File: src/rtl/lsq_issue_queue.sv
// In-order load/store issue queue: circular buffer of memory ops, CDB operand
// wakeup, head-only issue (stores also wait for the ROB head).
module lsq_issue_queue #(
    parameter int DEPTH     = 8,
    parameter int ROB_IDX_W = 4
) (
    input  logic                   clk,
    input  logic                   rst,
    input  logic                   flush,
    input  logic                   enq_valid,
    output logic                   enq_ready,
    input  logic                   enq_is_store,
    input  logic [2:0]             enq_funct3,
    input  logic [ROB_IDX_W-1:0]   enq_rob_idx,
    input  logic                   enq_rs1_ready,
    input  logic [ROB_IDX_W-1:0]   enq_rs1_tag,
    input  logic [31:0]            enq_rs1_data,
    input  logic                   enq_rs2_ready,
    input  logic [ROB_IDX_W-1:0]   enq_rs2_tag,
    input  logic [31:0]            enq_rs2_data,
    input  logic [31:0]            enq_imm,
    input  logic                   cdb_valid,
    input  logic [ROB_IDX_W-1:0]   cdb_rob_idx,
    input  logic [31:0]            cdb_data,
    input  logic [ROB_IDX_W-1:0]   rob_head_idx,
    output logic                   issue_valid,
    input  logic                   issue_ready,
    output logic                   issue_is_store,
    output logic [2:0]             issue_funct3,
    output logic [ROB_IDX_W-1:0]   issue_rob_idx,
    output logic [31:0]            issue_addr,
    output logic [31:0]            issue_wdata,
    output logic [$clog2(DEPTH):0] count
);
    localparam int PTR_W = $clog2(DEPTH);

    typedef struct packed {
        logic                 rdy;
        logic [ROB_IDX_W-1:0] tag;
        logic [31:0]          data;
    } opnd_t;

    typedef struct packed {
        logic                 valid;
        logic                 is_store;
        logic [2:0]           funct3;
        logic [ROB_IDX_W-1:0] rob_idx;
        opnd_t                rs1;
        opnd_t                rs2;
        logic [31:0]          imm;
    } entry_t;

    entry_t           q [DEPTH];
    entry_t           head_ent;
    entry_t           new_ent;
    logic [PTR_W-1:0] head, tail;
    logic [PTR_W:0]   cnt;
    logic             enq_fire, deq_fire;

    function automatic opnd_t wake(input opnd_t o);
        opnd_t r;
        r = o;
        if (!o.rdy && cdb_valid && (o.tag == cdb_rob_idx)) begin
            r.rdy  = 1'b1;
            r.data = cdb_data;
        end
        return r;
    endfunction

    // DEPTH is a power of two, so the count MSB is set only when full.
    assign enq_ready = !cnt[PTR_W];
    assign count     = cnt;
    assign head_ent  = q[head];

    assign issue_valid    = head_ent.valid && head_ent.rs1.rdy &&
                            (!head_ent.is_store ||
                             (head_ent.rs2.rdy && (head_ent.rob_idx == rob_head_idx)));
    assign issue_is_store = head_ent.is_store;
    assign issue_funct3   = head_ent.funct3;
    assign issue_rob_idx  = head_ent.rob_idx;
    assign issue_addr     = head_ent.rs1.data + head_ent.imm;
    assign issue_wdata    = head_ent.rs2.data;

    assign enq_fire = enq_valid && enq_ready;
    assign deq_fire = issue_valid && issue_ready;

    // Incoming operands see this cycle's broadcast so a tag matching the CDB is not lost.
    always_comb begin
        new_ent          = '0;
        new_ent.valid    = 1'b1;
        new_ent.is_store = enq_is_store;
        new_ent.funct3   = enq_funct3;
        new_ent.rob_idx  = enq_rob_idx;
        new_ent.rs1      = wake('{rdy: enq_rs1_ready, tag: enq_rs1_tag, data: enq_rs1_data});
        new_ent.rs2      = wake('{rdy: enq_rs2_ready, tag: enq_rs2_tag, data: enq_rs2_data});
        new_ent.imm      = enq_imm;
    end

    always_ff @(posedge clk or negedge rst) begin
        if (!rst) begin
            head <= '0;
            tail <= '0;
            cnt  <= '0;
            for (int i = 0; i < DEPTH; i++) q[i] <= '0;
        end else if (flush) begin
            head <= '0;
            tail <= '0;
            cnt  <= '0;
            for (int i = 0; i < DEPTH; i++) q[i].valid <= 1'b0;
        end else begin
            for (int i = 0; i < DEPTH; i++) begin
                if (q[i].valid) begin
                    q[i].rs1 <= wake(q[i].rs1);
                    q[i].rs2 <= wake(q[i].rs2);
                end
            end
            // Head and tail slots differ whenever both fire (never empty and full at once).
            if (deq_fire) begin
                q[head].valid <= 1'b0;
                head          <= head + 1'b1;
            end
            if (enq_fire) begin
                q[tail] <= new_ent;
                tail    <= tail + 1'b1;
            end
            if (enq_fire && !deq_fire)      cnt <= cnt + 1'b1;
            else if (!enq_fire && deq_fire) cnt <= cnt - 1'b1;
        end
    end
endmodule

File: config.mk
export PLATFORM = sky130hd
export DESIGN_NAME = lsq_issue_queue
export DESIGN_NICKNAME = d
export VERILOG_FILES = /design/src/rtl/lsq_issue_queue.sv
export SDC_FILE = /design/constraint.sdc
export NUM_CORES = 2
export LEC_CHECK = 0
export ABC_AREA = 1
export CAP_MARGIN = 15
export CORE_MARGIN = 3
export CORE_UTILIZATION = 35
export DETAILED_ROUTE_END_ITERATION = 8
export HOLD_SLACK_MARGIN = 0.12
export REMOVE_ABC_BUFFERS = 1
export SETUP_SLACK_MARGIN = 0.4
export SKIP_LAST_GASP = 1
export SLEW_MARGIN = 40
export SYNTH_ARGS = -nofsm -noshare
export SYNTH_HDL_FRONTEND = slang
export SYNTH_SLANG_ARGS = --single-unit
File: constraint.sdc
create_clock -name clk -period 9.7 [get_ports clk]
set_clock_uncertainty 0.2 [all_clocks]
set_input_delay 0.97 -clock clk [delete_from_list [all_inputs] [get_ports clk]]
set_output_delay 0.97 -clock clk [all_outputs]
set_load 0.05 [all_outputs]
# == After elaboration in Yosys (flattened, before gate mapping) ==
# Index checks and enable logic that the tools add are counted.
# totals
in_bits,160
mem_count,0
mem_bits_ro,0
word_cells,271
output_inout_bits,78
latch_bits,0
register_bits,930
ram_bits,0
# classes
n_shift,0
order_cmp,4
reduce_logical,71
n_eq_ne,19
mux,79
bitwise_logic,2
n_mul,0
add_sub_neg,5
n_div,0
# op_table
operator,n
$mux W920,3
$bwmux W920,2
$mux W74,16
$demux W115 S3,2
$mux W32,18
$mux W115,4
$bmux W115 S3,1
$eq A4 B4 Y1,19
$logic_and A1 B1 Y1,45
$add A32 B32 Y32,1
$mux W1,26
$logic_not A1 Y1,22
$mux W3,4
$mux W4,3
$ge A4 B4 Y1 const B,2
$lt A4 B1 Y1 const B,2
$not A3 Y4,2
$add A3 B1 Y3 const B,2
$add A4 B1 Y4 const B,1
$reduce_bool A2 Y1,2
$sub A4 B1 Y4 const B,1
$reduce_bool A3 Y1,1
$logic_or A1 B1 Y1,1

# == Logic depth before layout (Yosys ltp) ==
# logic_depth
ltp_word,14
mapped_depth,25
depth_no_buf,23

# == Worst setup path after synthesis ==
# Ideal clock, no wire load.
# synth_path
kind,register to output
from,register head[0]
to,output issue_addr[20]
t_arrival_ns,4.093
path_stages_with_launch,21
path_buffers,4
setup_slack_ns,4.437
required_time_ns,8.530
cell_sequence,dfrtp_1 buf_4 buf_2 nand2_1 buf_2 buf_1 o2bb2ai_1 a221oi_1 nand2_1 ha_1 fa_1 nand3_1 nand2_1 nand3_1 nand2_1 nand2_1 o211ai_1 a21oi_1 o21ai_0 a21oi_1 xor2_1
# synth_via
elab_chain_cells,5
# synth_rtl
item,line_no,text
start: declaration,56,"logic [PTR_W-1:0] head, tail;"
start signal: assignment,120,head <= head + 1'b1;
$not A3 Y4 (implied by the code),73,assign head_ent = q[head];
$bmux W115 S3,73,
$mux W115 (implied by the code) (2 in series),73,
$add A32 B32 Y32,81,assign issue_addr = head_ent.rs1.data + head_ent.imm;
end: declaration,31,"output logic [31:0] issue_addr,"
# Every way passes these cells. The select of a mux whose other input is x is not followed.

# == Worst setup path in the final report ==
# Same ends and word-level chain as after synthesis.

==> run summary <==
CTS root buffer -> clkbuf_16
Gr usage total -> 26.9%
Area contributors post-synth -> dfrtp_1 48%, nand2_1 10%, o21ai_0 9.5%
Initial Utilization -> 35.3%
Unrepaired setup endpoints after global routing -> no
Total wire length -> 197000 um
Slew HR -> 35.3%
Clock buffer depth -> 3
Hold Slack -> 0.286 ns
Remaining antenna violation count after routing -> 0
Die Height -> 379 um
Ys flop type -> dfrtp_1
CTS tree -> built
Inserted Clock Buffers -> 104
First-pass GRT wire length -> 294000 um
Netlist cell types -> 52
Routed via count -> 47100
Hpwl dp -> 117000 um
Yosys top cell area share -> 47.9%
Worst min path class -> reg2reg
Register area share after synthesis -> 47.9%
F_max -> 0.130 GHz
Hold Fails Final Rpt -> 0
Data required, critical path -> 8.53 ns
Initial antenna violation count -> 4
Post-synth ARST share -> 100%
Vias in the first global route -> 44700
LEAKAGE -> 24.5 nW
Syn Inst Count -> 5951
Area Overhead vs Synth -> 15.1%
Initial drt markers -> 6194
Worst Tran Pin Value -> 0.969 ns
CP endpoint kind -> primary output
Period Utilization, post-route -> 79.3%
#FFs+latches synth -> 930
Largest net degree at the start of global routing -> 172
Number of synthesized flops with an enable pin -> 0
Final setup fails -> 0
Layout Nets -> 6105
Most frequent cell after synthesis -> nand2_1
Synth top cells by count -> 1337 x nand2_1, 930 x dfrtp_1, 919 x o21ai_0
Input/output buffers -> 237
CTS H-Tree Depth -> 3
GPL Wtd Cong -> 0.876
Final Max Slew Viols -> 0
Post-synthesis average cell area -> 8.17 um^2
Ratio of cells with drive above 1 in the final layout -> 6.89%
Cells after DPL -> 7593
DRT Pass-1 Iters -> 6
Status -> finished, final reports clean
Die Span X -> 379 um
Total Power -> 16.6 mW
Worst-path clk slew -> 0.06 ns
Fin crit period -> 7.69 ns
Clock sinks -> 930
DRC viols -> 0
Worst Setup Path Type -> reg2out
Vias per cell -> 6.04
Clock latency on the worst-skew pair -> 0.70 ns
Row cnt -> 136
Crit path max fanout -> 29
Worst path arrival time -> 6.52 ns
Io pins -> 238
Max_cap viols -> 0
CP Launch Point -> head[0]
Post-cts resize count -> 0
Synthesis Warnings -> 0
Wirelength per Cell -> 25.3 um
Area leader, netlist -> dfrtp_1
Non-Filler Instances -> 7793
Synth Cell Area -> 48600 um^2
VDD IR max -> 0.871 mV
Core area -> 138000 um^2
RR Startpoint -> head[1]
CP Launch Type -> register
Die Footprint -> 143000 um^2
Gr ovfl total -> 0
Power per cell area -> 297 nW/um^2
Hold Startpoint -> q[911]
## repair_timing
action | 4_1_cts | 5_1_grt
buffers inserted | 0 | 0
hold endpoints to repair | 71 | 0
hold buffers | 1 | 0
## layout make-up
type / instances / area (um^2)
fill: 13600 / 81700
inverter: 481 / 1870
clock inverter: 31 / 255
clock buffer: 163 / 3220
multi-input combinational: 4056 / 21700
tap: 1794 / 2240
sequential: 930 / 23300
antenna: 3 / 7.51
timing repair buffer: 335 / 3360
## report_power, final
part,total [mW],switching [mW],internal (mW)
registers,5.74,0.697,5.04
clock network,4.07,1.72,2.35
logic,6.80,4.55,2.25
## registers in the layout, summed over array words and instances, names as in the netlist
| signal | count |
|---|---|
| q | 920 |
| count | 4 |
| head | 3 |
| tail | 3 |
## layout by cell type, fill, tap and decap left out, types with 92 or more instances in the layout
cell type | Yosys | routed
a21oi_1 | 349 | 349
a221oi_1 | 92 | 92
a22oi_1 | 111 | 111
clkbuf_16 | 0 | 109
clkdlybuf4s50_1 | 0 | 234
dfrtp_1 | 930 | 929
inv_1 | 448 | 444
nand2_1 | 1337 | 1324
nand3_1 | 375 | 374
o21ai_0 | 919 | 919
o221ai_1 | 235 | 235
o22ai_1 | 96 | 96
## per-stage QoR
| stage | worst slack, ns | instance area [um^2] | setup TNS, ns | util, % |
|---|---|---|---|---|
| 2_1_floorplan | -0.835 | 46700 | -104.76 | - |
| 3_3_place_gp | 2.01 | 52100 | 0 | 37.9 |
| 6_report | 2.01 | 56000 | 0 | 40.6 |
| 3_5_place_dp | 2.85 | 52400 | 0 | 38.1 |
| 5_1_grt | 1.56 | 55900 | 0 | 40.6 |
| 4_1_cts | 2.05 | 55900 | 0 | 40.6 |
## cell families (layout without fill, tap and decap cells)
kind of cell             count (synthesis)  count (layout)  synth area share [%]
XOR/XNOR                                60              60                  1.08
AND/OR/NAND/NOR                       1883            1883                  16.0
buffers and inverters                  965            1010                  7.77
other                                    0               3                     0
adder cells (fa/ha/maj)                 37              37                 0.983
flip-flops                             930             930                  47.9
AO/OA/AOI/OAI                         2076            2076                  26.3
## path summary, 6_finish.rpt
| check | slack (ns) | depth (start not counted) | to |
|---|---|---|---|
| min in group asynchronous | 0.64 | 2 | q[227] |
| hold reg to reg | 0.29 | 2 | q[911] |
| setup reg to reg | 4.78 | 18 | count[3] |
| max in group asynchronous | 6.55 | 5 | q[161] |
| hold / removal | 0.29 | 2 | q[911] |
| setup / recovery | 2.01 | 19 | issue_addr[20] |
## worst max-delay path, stage by stage (launching register included)
cell and delay (ns):
dfrtp_2 0.75, inv_2 0.37, nand2_2 0.57, buf_4 0.48
o21ai_0 0.12, a221oi_1 0.22, nand2_1 0.10, ha_1 0.25
fa_1 0.47, nand3_1 0.10, nand2_1 0.09, nand3_1 0.08
nand2_1 0.12, nand2_1 0.09, o211ai_1 0.15, a21oi_1 0.24
o21ai_0 0.21, a21oi_1 0.21, xor2_1 0.26, clkdlybuf4s50_1 0.86
## metal layers
metal  up-vias  GRT usage (%)  routed length [um]
met4         4           10.8                8570
met1     23200           37.1               81700
met5         -              0                  28
li1      20700              -                   -
met3       500           4.89               19100
met2      2638           41.6               87900
Power figures use the tool's default switching activity.
